--- config.mk ---
export PLATFORM = sky130hd
export DESIGN_NAME = fifo4_ptr_ctrl
export DESIGN_NICKNAME = d
export VERILOG_FILES = /design/src/rtl/fifo4_ptr_ctrl_pkg.sv /design/src/rtl/fifo4_ptr_ctrl_comp2.sv /design/src/rtl/fifo4_ptr_ctrl.sv
export SDC_FILE = /design/constraint.sdc
export NUM_CORES = 1
export LEC_CHECK = 0
export ABC_AREA = 1
export CORE_MARGIN = 2
export CORE_UTILIZATION = 48
export CTS_CLUSTER_DIAMETER = 60
export DETAILED_ROUTE_END_ITERATION = 8
export PLACE_DENSITY = 0.86
export SYNTH_ARGS = -nofsm -noshare
export SYNTH_HDL_FRONTEND = slang
export SYNTH_SLANG_ARGS = --single-unit
--- constraint.sdc ---
create_clock -name clk -period 2.5 [get_ports clk]
set_clock_uncertainty 0.05 [all_clocks]
set_input_delay 0.25 -clock clk [delete_from_list [all_inputs] [get_ports clk]]
set_output_delay 0.25 -clock clk [all_outputs]
set_load 0.01 [all_outputs]
--- src/rtl/fifo4_ptr_ctrl_pkg.sv ---
// Shared constants for the 4-entry FIFO pointer controller.
package fifo4_ptr_ctrl_pkg;

    localparam int FIFO_AW    = 2;  // storage address width, matches the 2-bit comparator
    localparam int FIFO_PW    = 3;  // pointer width: wrap bit plus address
    localparam int FIFO_DEPTH = 4;  // entry count

    // Occupancy is the modular distance between the two wrap-extended pointers.
    function automatic logic [FIFO_PW-1:0] ptr_distance(
        input logic [FIFO_PW-1:0] wr_ptr,
        input logic [FIFO_PW-1:0] rd_ptr
    );
        return wr_ptr - rd_ptr;
    endfunction

endpackage

--- src/rtl/fifo4_ptr_ctrl_comp2.sv ---
// 2-bit magnitude comparator: zx = (x > y), zy = (y > x), zeq = (x == y).
module fifo4_ptr_ctrl_comp2 (
    input  logic [1:0] x,
    input  logic [1:0] y,
    output logic       zx,
    output logic       zy,
    output logic       zeq
);

    logic eq_hi;
    logic eq_lo;

    // Bitwise equality first, then the MSB decides unless it ties.
    always_comb begin
        eq_hi = ~(x[1] ^ y[1]);
        eq_lo = ~(x[0] ^ y[0]);
        zeq   = eq_hi & eq_lo;
        zx    = (x[1] & ~y[1]) | (eq_hi & x[0] & ~y[0]);
        zy    = (y[1] & ~x[1]) | (eq_hi & y[0] & ~x[0]);
    end

endmodule

--- src/rtl/fifo4_ptr_ctrl.sv ---
// 4-entry synchronous FIFO: register storage, wrap-extended pointers, status
// flags derived from the 2-bit address comparator plus the pointer wrap bits.
//
// Handshake: a write is accepted when wr_en is high and the FIFO is not full,
// or when it is full but a read is accepted in the same cycle. A read is
// accepted when rd_en is high and the FIFO is not empty; its data appears on
// rd_data with rd_valid one cycle later. Rejected requests are reported by a
// one-cycle overflow/underflow pulse on the following cycle and have no other
// effect.
module fifo4_ptr_ctrl
    import fifo4_ptr_ctrl_pkg::*;
#(
    parameter int DW    = 8,
    parameter int DEPTH = FIFO_DEPTH
) (
    input  logic          clk,
    input  logic          rst,
    input  logic          wr_en,
    input  logic [DW-1:0] wr_data,
    input  logic          rd_en,
    output logic [DW-1:0] rd_data,
    output logic          rd_valid,
    output logic          full,
    output logic          empty,
    output logic [2:0]    count,
    output logic          overflow,
    output logic          underflow
);

    logic [DW-1:0]      mem [DEPTH];
    logic [FIFO_PW-1:0] wr_ptr;
    logic [FIFO_PW-1:0] rd_ptr;
    logic               addr_eq;
    logic               cmp_gt_unused;
    logic               cmp_lt_unused;
    logic               rd_acc;
    logic               wr_acc;

    // Only address equality is needed; the magnitude outputs are left idle.
    fifo4_ptr_ctrl_comp2 u_comp2 (
        .x   (wr_ptr[FIFO_AW-1:0]),
        .y   (rd_ptr[FIFO_AW-1:0]),
        .zx  (cmp_gt_unused),
        .zy  (cmp_lt_unused),
        .zeq (addr_eq)
    );

    // Status is purely a function of the registered pointers.
    always_comb begin
        empty  = addr_eq & (wr_ptr[FIFO_AW] == rd_ptr[FIFO_AW]);
        full   = addr_eq & (wr_ptr[FIFO_AW] != rd_ptr[FIFO_AW]);
        count  = ptr_distance(wr_ptr, rd_ptr);
        rd_acc = rd_en & ~empty;
        wr_acc = wr_en & (~full | rd_acc);
    end

    // Storage is not reset; writes in the reset cycle are dropped.
    always_ff @(posedge clk) begin
        if (!rst && wr_acc) begin
            mem[wr_ptr[FIFO_AW-1:0]] <= wr_data;
        end
    end

    // Pointers, registered read port and rejection pulses.
    always_ff @(posedge clk) begin
        if (rst) begin
            wr_ptr    <= '0;
            rd_ptr    <= '0;
            rd_data   <= '0;
            rd_valid  <= 1'b0;
            overflow  <= 1'b0;
            underflow <= 1'b0;
        end else begin
            if (wr_acc) begin
                wr_ptr <= wr_ptr + 1'b1;
            end
            if (rd_acc) begin
                rd_ptr  <= rd_ptr + 1'b1;
                rd_data <= mem[rd_ptr[FIFO_AW-1:0]];
            end
            rd_valid  <= rd_acc;
            overflow  <= wr_en & full & ~rd_acc;
            underflow <= rd_en & empty;
        end
    end

endmodule

## Yosys cells after proc, flatten, opt, wreduce, memory -nomap -nowiden

Memories as Yosys holds them, arrays and structs flattened. A register that Yosys moved wholly into a read port is not among the register bits.
Index checks and enable logic that the tools add are counted.

| operators by class | value |
|---|---|
| add/subtract/negate cells | 3 |
| equal/unequal tests | 2 |
| muxes and demuxes | 2 |
| bitwise logic cells | 16 |
| reduce and logical (&&, ||, !) cells | 2 |

Operators with widths:

| kind | number |
|---|---|
| bitwise AND 1 bit | 8 |
| adder 3 x 1 -> 3 bit, second input constant | 2 |
| NOT 1 bit | 5 |
| subtractor 3 bit | 1 |
| 2-to-1 mux 1 bit | 2 |
| XOR 1 bit | 2 |
| equality test 1 bit | 1 |
| logical AND 1 bit | 1 |
| logical NOT 1 bit | 1 |
| inequality test 1 bit | 1 |
| bitwise OR 1 bit | 1 |

| storage, ports and cells | value |
|---|---|
| flip-flop bits (word level) | 9 |
| RAM bits | 32 |
| input port bits | 12 |
| output and inout bits | 16 |
| word-level logic and storage cells | 31 |
| memories kept | 1 |

Memories:

| memory | words | width | read ports | clocked after Yosys merged registers in | write ports | RTL line | text |
|---|---|---|---|---|---|---|---|
| mem | 4 | 8 | 1 | 1 | 1 | fifo4_ptr_ctrl.sv:30 | `logic [DW-1:0] mem [DEPTH];` |

## Depth between registers and ports, before layout

Gate-level depths: netlist of the first run.

| depth | value |
|---|---|
| depth after elaboration | 11 |
| gate-level depth with buffers | 12 |
| gate-level depth less buffers | 9 |

## By module

From an unflattened synthesis of the first run, not the netlist that was laid out.

| second synthesis, totals | value |
|---|---|
| cells, all modules | 224 |
| area, all modules | 2157.1 um^2 |

Modules (own cells, without submodules):

| module | instances | cells an instance | area an instance (um^2) | sequential area each (um^2) |
|---|---|---|---|---|
| fifo4_ptr_ctrl | 1 | 210 | 2080.7 | 1301.2 |
| fifo4_ptr_ctrl_comp2 | 1 | 14 | 76.3 | 0.0 |

## Worst setup path before layout of the first run

Ideal clock, no wire load.

| path | value |
|---|---|
| path type | register -> register |
| from | register rd_ptr[1] |
| to | memory mem[0][0] (enable) |
| library setup time | 0.371 ns |
| arrival | 1.941 ns |
| required time | 2.079 ns |
| setup slack | 0.138 ns |
| stages on the path, launching flop included | 12 |
| path buffers | 2 |
| period minus slack after synthesis | 2.362 ns |
| cell sequence | dfxtp_1 > buf_2 > clkbuf_2 > inv_1 > ha_1 > nand2_1 > inv_1 > nand3_1 > nand2_1 > inv_1 > nand2_1 > nor2_1 |

| on the way | value |
|---|---|
| longest elaborated chain between the ends | 11 |
| elaborated cells on any way between the ends | 13 |
| classes of those cells | mux (2); bitwise (10); reduce/logical (1) |

Ends and longest elaborated chain:

| what | RTL line | text |
|---|---|---|
| start: declaration | fifo4_ptr_ctrl.sv:32 | `logic [FIFO_PW-1:0] rd_ptr;` |
| start signal: assignment | fifo4_ptr_ctrl.sv:78 | `rd_ptr <= rd_ptr + 1'b1;` |
| XOR 1 bit * | fifo4_ptr_ctrl_comp2.sv:15 | `eq_hi = ~(x[1] ^ y[1]);` |
| NOT 1 bit * | fifo4_ptr_ctrl_comp2.sv:15 |  |
| bitwise AND 1 bit * | fifo4_ptr_ctrl_comp2.sv:17 | `zeq = eq_hi & eq_lo;` |
| bitwise AND 1 bit | fifo4_ptr_ctrl.sv:50 | `empty = addr_eq & (wr_ptr[FIFO_AW] == rd_ptr[FIFO_AW]);` |
| NOT 1 bit | fifo4_ptr_ctrl.sv:53 | `rd_acc = rd_en & ~empty;` |
| bitwise AND 1 bit | fifo4_ptr_ctrl.sv:53 |  |
| bitwise OR 1 bit * | fifo4_ptr_ctrl.sv:54 | `wr_acc = wr_en & (~full \| rd_acc);` |
| bitwise AND 1 bit * | fifo4_ptr_ctrl.sv:54 |  |
| logical AND 1 bit * | fifo4_ptr_ctrl.sv:59 | `if (!rst && wr_acc) begin` |
| 2-to-1 mux 1 bit * | fifo4_ptr_ctrl.sv:59 |  |
| 2-to-1 mux 1 bit (implied by the code) * | fifo4_ptr_ctrl.sv:60 | `mem[wr_ptr[FIFO_AW-1:0]] <= wr_data;` |
| end: declaration | fifo4_ptr_ctrl.sv:30 |  |

Every way passes the cells marked *; elsewhere a longest branch is shown, timed or not.

## Worst setup path after layout of the first run

| path | value |
|---|---|
| from | register wr_ptr[0] |
| to | output count[2] |

| on the way | value |
|---|---|
| longest elaborated chain between the ends | 1 |

Ends and longest elaborated chain:

| what | RTL line | text |
|---|---|---|
| start: declaration | fifo4_ptr_ctrl.sv:31 | `logic [FIFO_PW-1:0] wr_ptr;` |
| start signal: assignment | fifo4_ptr_ctrl.sv:75 | `wr_ptr <= wr_ptr + 1'b1;` |
| subtractor 3 bit | fifo4_ptr_ctrl_pkg.sv:13 | `return wr_ptr - rd_ptr;` |
| end: declaration | fifo4_ptr_ctrl.sv:25 | `output logic [2:0] count,` |

Every way passes these cells.

==> results of run 1 <==
## worst max-delay path by stage
stage / start / end / slack (ns)
final: wr_ptr[0] / count[2] / 0.13
after global routing: wr_ptr[0] / count[2] / 0.04
after CTS: wr_ptr[0] / count[2] / 0.06
after detailed placement: wr_ptr[0] / count[2] / 0.40
after global placement: wr_ptr[0] / count[2] / 0.47
after floorplan: rd_ptr[1] / mem[0][0] / 0.14
## Yosys cell counts, drive strengths merged
library cell  instances  share of area [%]
nor2                 51                9.1
edfxtp               32                 46
nand2                31                6.4
inv                  26                4.7
o21ai                24                5.7
dfxtp                17                 16
ha                    7                4.2
buf                   6                2.3
nand3                 6                1.4
a21oi                 4               0.95
xor2                  3                1.3
clkbuf                2               0.42
fa                    1               0.95
nand3b                1               0.36
nor3                  1               0.24
## state kept, by name, indices dropped and copies added, names as in the netlist
name and count:
mem 32, rd_data 8, rd_ptr 3, wr_ptr 3
overflow 1, rd_valid 1, underflow 1
## stage by stage
stage,power [µW],utilization [%],area (µm²),setup slack (ns)
final,1730,58.6,2520,0.131
after global routing,1830,58.6,2520,0.0446
after CTS,1750,58.6,2510,0.0603
after detailed placement,1300,56.6,2430,0.404
after global placement,1290,56.6,2430,0.471
after floorplan,1160,-,2100,0.138
## routing by layer
layer	track usage, %	up-vias
li1	-	742
met1	20.8	666
met2	27.7	27
met3	4.33	6
met4	7.05	0
met5	0	-
## worst register-to-register path: stages, from the launching register on
cell,delay [ns]
dfxtp_1,0.44
inv_1,0.07
ha_1,0.29
nand2_1,0.09
inv_1,0.08
nand3_1,0.16
nand2_1,0.09
inv_1,0.11
nand2_1,0.11
nor2_1,0.12
buf_4,0.19
## logic make-up (layout without fill, tap and decap cells)
kind of cell	count (synthesis)	after routing	share of synthesized area (%)
AND/OR/NAND/NOR	90	90	17.5
AO/OA/AOI/OAI	28	28	6.68
flip-flops	49	49	62.1
adder cells (fa/ha/maj)	8	8	5.13
XOR/XNOR	3	3	1.25
buffers and inverters	34	68	7.34
## timing repair
item / in CTS / in global routing
hold buffers: 0 / 0
buffers inserted: 0 / 0
setup endpoints to repair: 0 / 1
resized for setup: 0 / 1
## power by group
part	leakage, µW	switching [µW]	internal [µW]
clock	0.0000439	259	193
combinational	0.000548	196	159
sequential	0.000431	20.4	906
total	0.00102	475	1260
## layout make-up
type                            count  area [µm²]
Clock buffer                        5        68.8
Clock inverter                      3        17.5
Fill cell                         365        1780
Inverter                           26        97.6
Multi-Input combinational cell    129         642
Sequential cell                    49        1300
Tap cell                           52        65.1
Timing Repair Buffer               34         323
==> reports/summary.txt, run 1 <==
Hold Crit Class -> reg2reg
Critical Path Max Stage Delay -> 0.57 ns
I/O pin cnt -> 28
Die area -> 4910 µm²
Initial antenna violation count -> 0
Crit share post-route -> 94.8%
Post-detail-place hpwl -> 2590 µm
Iteration-0 DRC Markers -> 150
Setup TNS -> 0 ns
Min-Delay Endpoint -> rd_ptr[2]
Row Count -> 24
Number of global-route vias before repair -> 1,343
Total GRT Usage -> 16.7%
Buf/Inv on CP -> 2
Final nets -> 265
CTS tree -> yes
Pleak -> 0.00102 µW
Mean number of vias per cell -> 4.84
Cell area after synthesis -> 2100 µm²
Antenna diodes -> 0
Wl on met1 -> 1680 µm
Most common library cell in the layout ignoring fill and taps -> nor2_1
Die Width -> 70.1 µm
Htree depth -> 2
Final setup violating endpoints -> 0
Placed Cells -> 290
Syn Area/Cell -> 9.89 µm²
Worst-path clk slew -> 0.09 ns
Power Density -> 689 nW/µm²
Post-route antenna net violation count -> 0
Seq cells post-synth -> 49
RSZ-0062 raised after global routing -> false
CP max-delay cell -> clkdlybuf4s50_1
Status -> completed
Reg-to-reg slack, setup -> 0.41 ns
Latest clock arrival within the worst-skew pair -> 0.30 ns
Fmax -> 422 MHz
TritonRoute pass-1 iters -> 4
Family with the most delay on the worst path -> buffers and inverters
Distinct cells, synth -> 22
Final std cells w/o fill -> 298
Hold Crit Start -> rd_ptr[2]
Startpoint Class -> flop
Final wirelength -> 3790 µm
Crit path DAT -> 2.07 ns
Core box area -> 4290 µm²
Max_cap viols -> 0
Final Hold Vio Count -> 0
Hold Path Depth -> 2
Clock sinks -> 49
DR top layer -> met4
IO buf count -> 27
GPL Wtd Cong -> 0.776
Layout cells sized above 1 -> 8.54%
Inserted Clock Buffers -> 5
Largest net degree at the start of global routing -> 21
Met2 wire length -> 1880 µm
Reg2Reg Capture Point -> mem[2][4]
Gr ovfl total -> 0
Clock Tree Buf Depth -> 2
Worst slew pin tran -> 0.284 ns
Path depth of the worst reg2reg path -> 10
WL met3 -> 156 µm
First-pass GRT wire length -> 6330 µm
Synth Net Count -> 232
Reg2reg start -> rd_ptr[1]
Root Driver -> clkbuf_8
Sequential share of the synthesized area -> 62.1%
Worst Setup End Kind -> primary output
Vias -> 1,441
Rel. slew slack -> 81.0%
Max VDD drop -> 0.312 mV
Levels on crit path -> 5
Worst EP required -> 2.20 ns
Crit path time final -> 2.37 ns
Worst Hold Margin -> 0.465 ns
Crit path cell chain -> inv_1 -> ha_1 -> fa_1 -> xor2_1 -> clkdlybuf4s50_1
Area grow syn2layout -> 20.0%
Pins over their slew limit -> 0
Path type of the worst setup path -> reg2out
Peak fanout along the critical path -> 5
Initial Util -> 48.8%
Most frequent cells in the layout -> nor2_1, edfxtp_1, nand2_1
Die H -> 70.1 µm
DRC -> 0
Routed len/inst -> 12.7 µm
Synth warn -> 0
Syn Inst Count -> 212
(Power assumes the default switching activity.)
==> run 2, diff against run 1 <==
--- a/config.mk
+++ b/config.mk
@@ -7,10 +7,12 @@
 export LEC_CHECK = 0
 export ABC_AREA = 1
 export CORE_MARGIN = 2
-export CORE_UTILIZATION = 48
+export CORE_UTILIZATION = 50
+export CTS_BUF_LIST = sky130_fd_sc_hd__clkbuf_4 sky130_fd_sc_hd__clkbuf_8
 export CTS_CLUSTER_DIAMETER = 60
 export DETAILED_ROUTE_END_ITERATION = 8
-export PLACE_DENSITY = 0.86
+export PLACE_DENSITY = 0.88
+export SKIP_LAST_GASP = 1
 export SYNTH_ARGS = -nofsm -noshare
 export SYNTH_HDL_FRONTEND = slang
 export SYNTH_SLANG_ARGS = --single-unit
==> constraint.sdc (replaced) <==
create_clock -name clk -period 2.5 [get_ports clk]
set_clock_uncertainty 0.05 [all_clocks]
set_input_delay 0.25 -clock clk [delete_from_list [all_inputs] [get_ports clk]]
set_output_delay 0.25 -clock clk [all_outputs]
set_load 0.005 [all_outputs]
==> run 2 against run 1 <==
  * Sequential power is essentially flat
  * Clock-buffer cell count is the same
  * Core utilization grew 4.5 points
  * Hold slack gained 0.0030 ns
  * Routed wire length grew 1.8%
  * Fmax grew 3.1%
  * Critical path type unchanged
  * Critical endpoint unchanged
  * Highest routed layer unchanged
==> reports/summary.txt, run 2 (synthesis results as in run 1) <==
Total GRT Usage -> 19.0%
Post-detail-place hpwl -> 2610 µm
Crit path cell chain -> inv_1 -> ha_1 -> fa_1 -> xor2_1 -> clkdlybuf4s50_1
Iteration-0 DRC Markers -> 161
Die Width -> 68.8 µm
Final setup violating endpoints -> 0
Row Count -> 23
Vias -> 1,450
Max VDD drop -> 0.393 mV
Fmax -> 435 MHz
IO buf count -> 27
Routed len/inst -> 13.0 µm
DRC -> 0
Worst Setup End Kind -> primary output
Antenna diodes -> 0
Peak fanout along the critical path -> 5
Core box area -> 4030 µm²
Initial antenna violation count -> 0
First-pass GRT wire length -> 6290 µm
Startpoint Class -> flop
Final nets -> 265
Gr ovfl total -> 0
Root Driver -> clkbuf_8
Rel. slew slack -> 82.5%
Htree depth -> 2
Crit path DAT -> 2.00 ns
Hold Crit Class -> reg2reg
Clock Tree Buf Depth -> 2
Largest net degree at the start of global routing -> 21
CP max-delay cell -> clkdlybuf4s50_1
Mean number of vias per cell -> 4.90
Final wirelength -> 3850 µm
Post-route antenna net violation count -> 0
Path type of the worst setup path -> reg2out
Max reg flops -> 32
Final core occ -> 63.1%
I/O pin cnt -> 28
Final Hold Vio Count -> 0
Layout cells sized above 1 -> 8.54%
GPL Wtd Cong -> 0.812
Crit share post-route -> 91.9%
Worst-path clk slew -> 0.10 ns
Number of global-route vias before repair -> 1,358
Setup TNS -> 0 ns
RSZ-0062 raised after global routing -> false
Critical Path Max Stage Delay -> 0.51 ns
Die H -> 68.8 µm
Clock sinks -> 49
Latest clock arrival within the worst-skew pair -> 0.31 ns
Most common library cell in the layout ignoring fill and taps -> nor2_1
Hold-fix buffers, CTS -> 0
TritonRoute pass-1 iters -> 4
Pleak -> 0.00103 µW
Worst EP required -> 2.20 ns
Power Density -> 722 nW/µm²
Area grow syn2layout -> 21.2%
Most frequent cells in the layout -> nor2_1, edfxtp_1, nand2_1
Initial Util -> 52.0%
Inserted Clock Buffers -> 5
CTS tree -> yes
Worst slew pin tran -> 0.261 ns
Status -> completed
Path depth of the worst reg2reg path -> 10
Pins over their slew limit -> 0
Max_cap viols -> 0
Hold Path Depth -> 4
Die area -> 4730 µm²
Crit path time final -> 2.30 ns
Total setup buffers inserted after CTS -> 0
[run 2: layout make-up]
| class | instances | area, µm² |
|---|---|---|
| clock inverters | 3 | 46.3 |
| clock buffers | 5 | 68.8 |
| multi-input cells | 129 | 642 |
| well taps | 50 | 62.6 |
| inverters | 26 | 97.6 |
| fillers | 325 | 1490 |
| flip-flops and latches | 49 | 1300 |
| repair buffers | 34 | 323 |
[run 2: layer usage]
metal / wire length [µm] / GRT usage (%)
met1: 1670 / 22.8
met2: 1850 / 31.1
met3: 191 / 3.41
met4: 140 / 13.0
met5: 0 / 0
[run 2: path summary, 6_finish.rpt]
kind	startpoint	end	slack, ns
hold reg to reg	rd_data[5]	rd_data[5]	0.47
hold / removal	rd_data[5]	rd_data[5]	0.47
setup reg to reg	wr_ptr[0]	mem[0][6]	0.41
setup / recovery	wr_ptr[0]	count[2]	0.20
[run 2: through the flow]
stage	total power [µW]	cells	worst slack [ns]	instance area [µm²]	hold WS, ns
final	1840	296	0.203	2540	0.468
after global routing	1930	296	0.0638	2540	0.491
after CTS	1850	296	0.143	2540	0.467
after detailed placement	1280	288	0.380	2430	0.450
after global placement	1270	288	0.500	2430	0.448
after floorplan	1150	212	0.138	2100	0.269
[run 2: where the power goes]
group / internal [µW] / switching (µW) / leakage [µW] / total [µW]
Clock: 300 / 273 / 0.0000543 / 573
Sequential: 906 / 21.1 / 0.000431 / 927
Combinational: 158 / 179 / 0.000548 / 337
[run 2: repair_timing]
| item | CTS | global route |
|---|---|---|
| setup endpoints to repair | 0 | 1 |
| hold endpoints to repair | 0 | 0 |
| gates resized for setup | 0 | 1 |
[run 2: critical path: cells and delay by family, from the launching register on]
family     cells  cell delay (ns)
fa+ha+maj      2             0.57
flops          1             0.38
xor+xnor       1             0.15
buf+inv        2             0.59
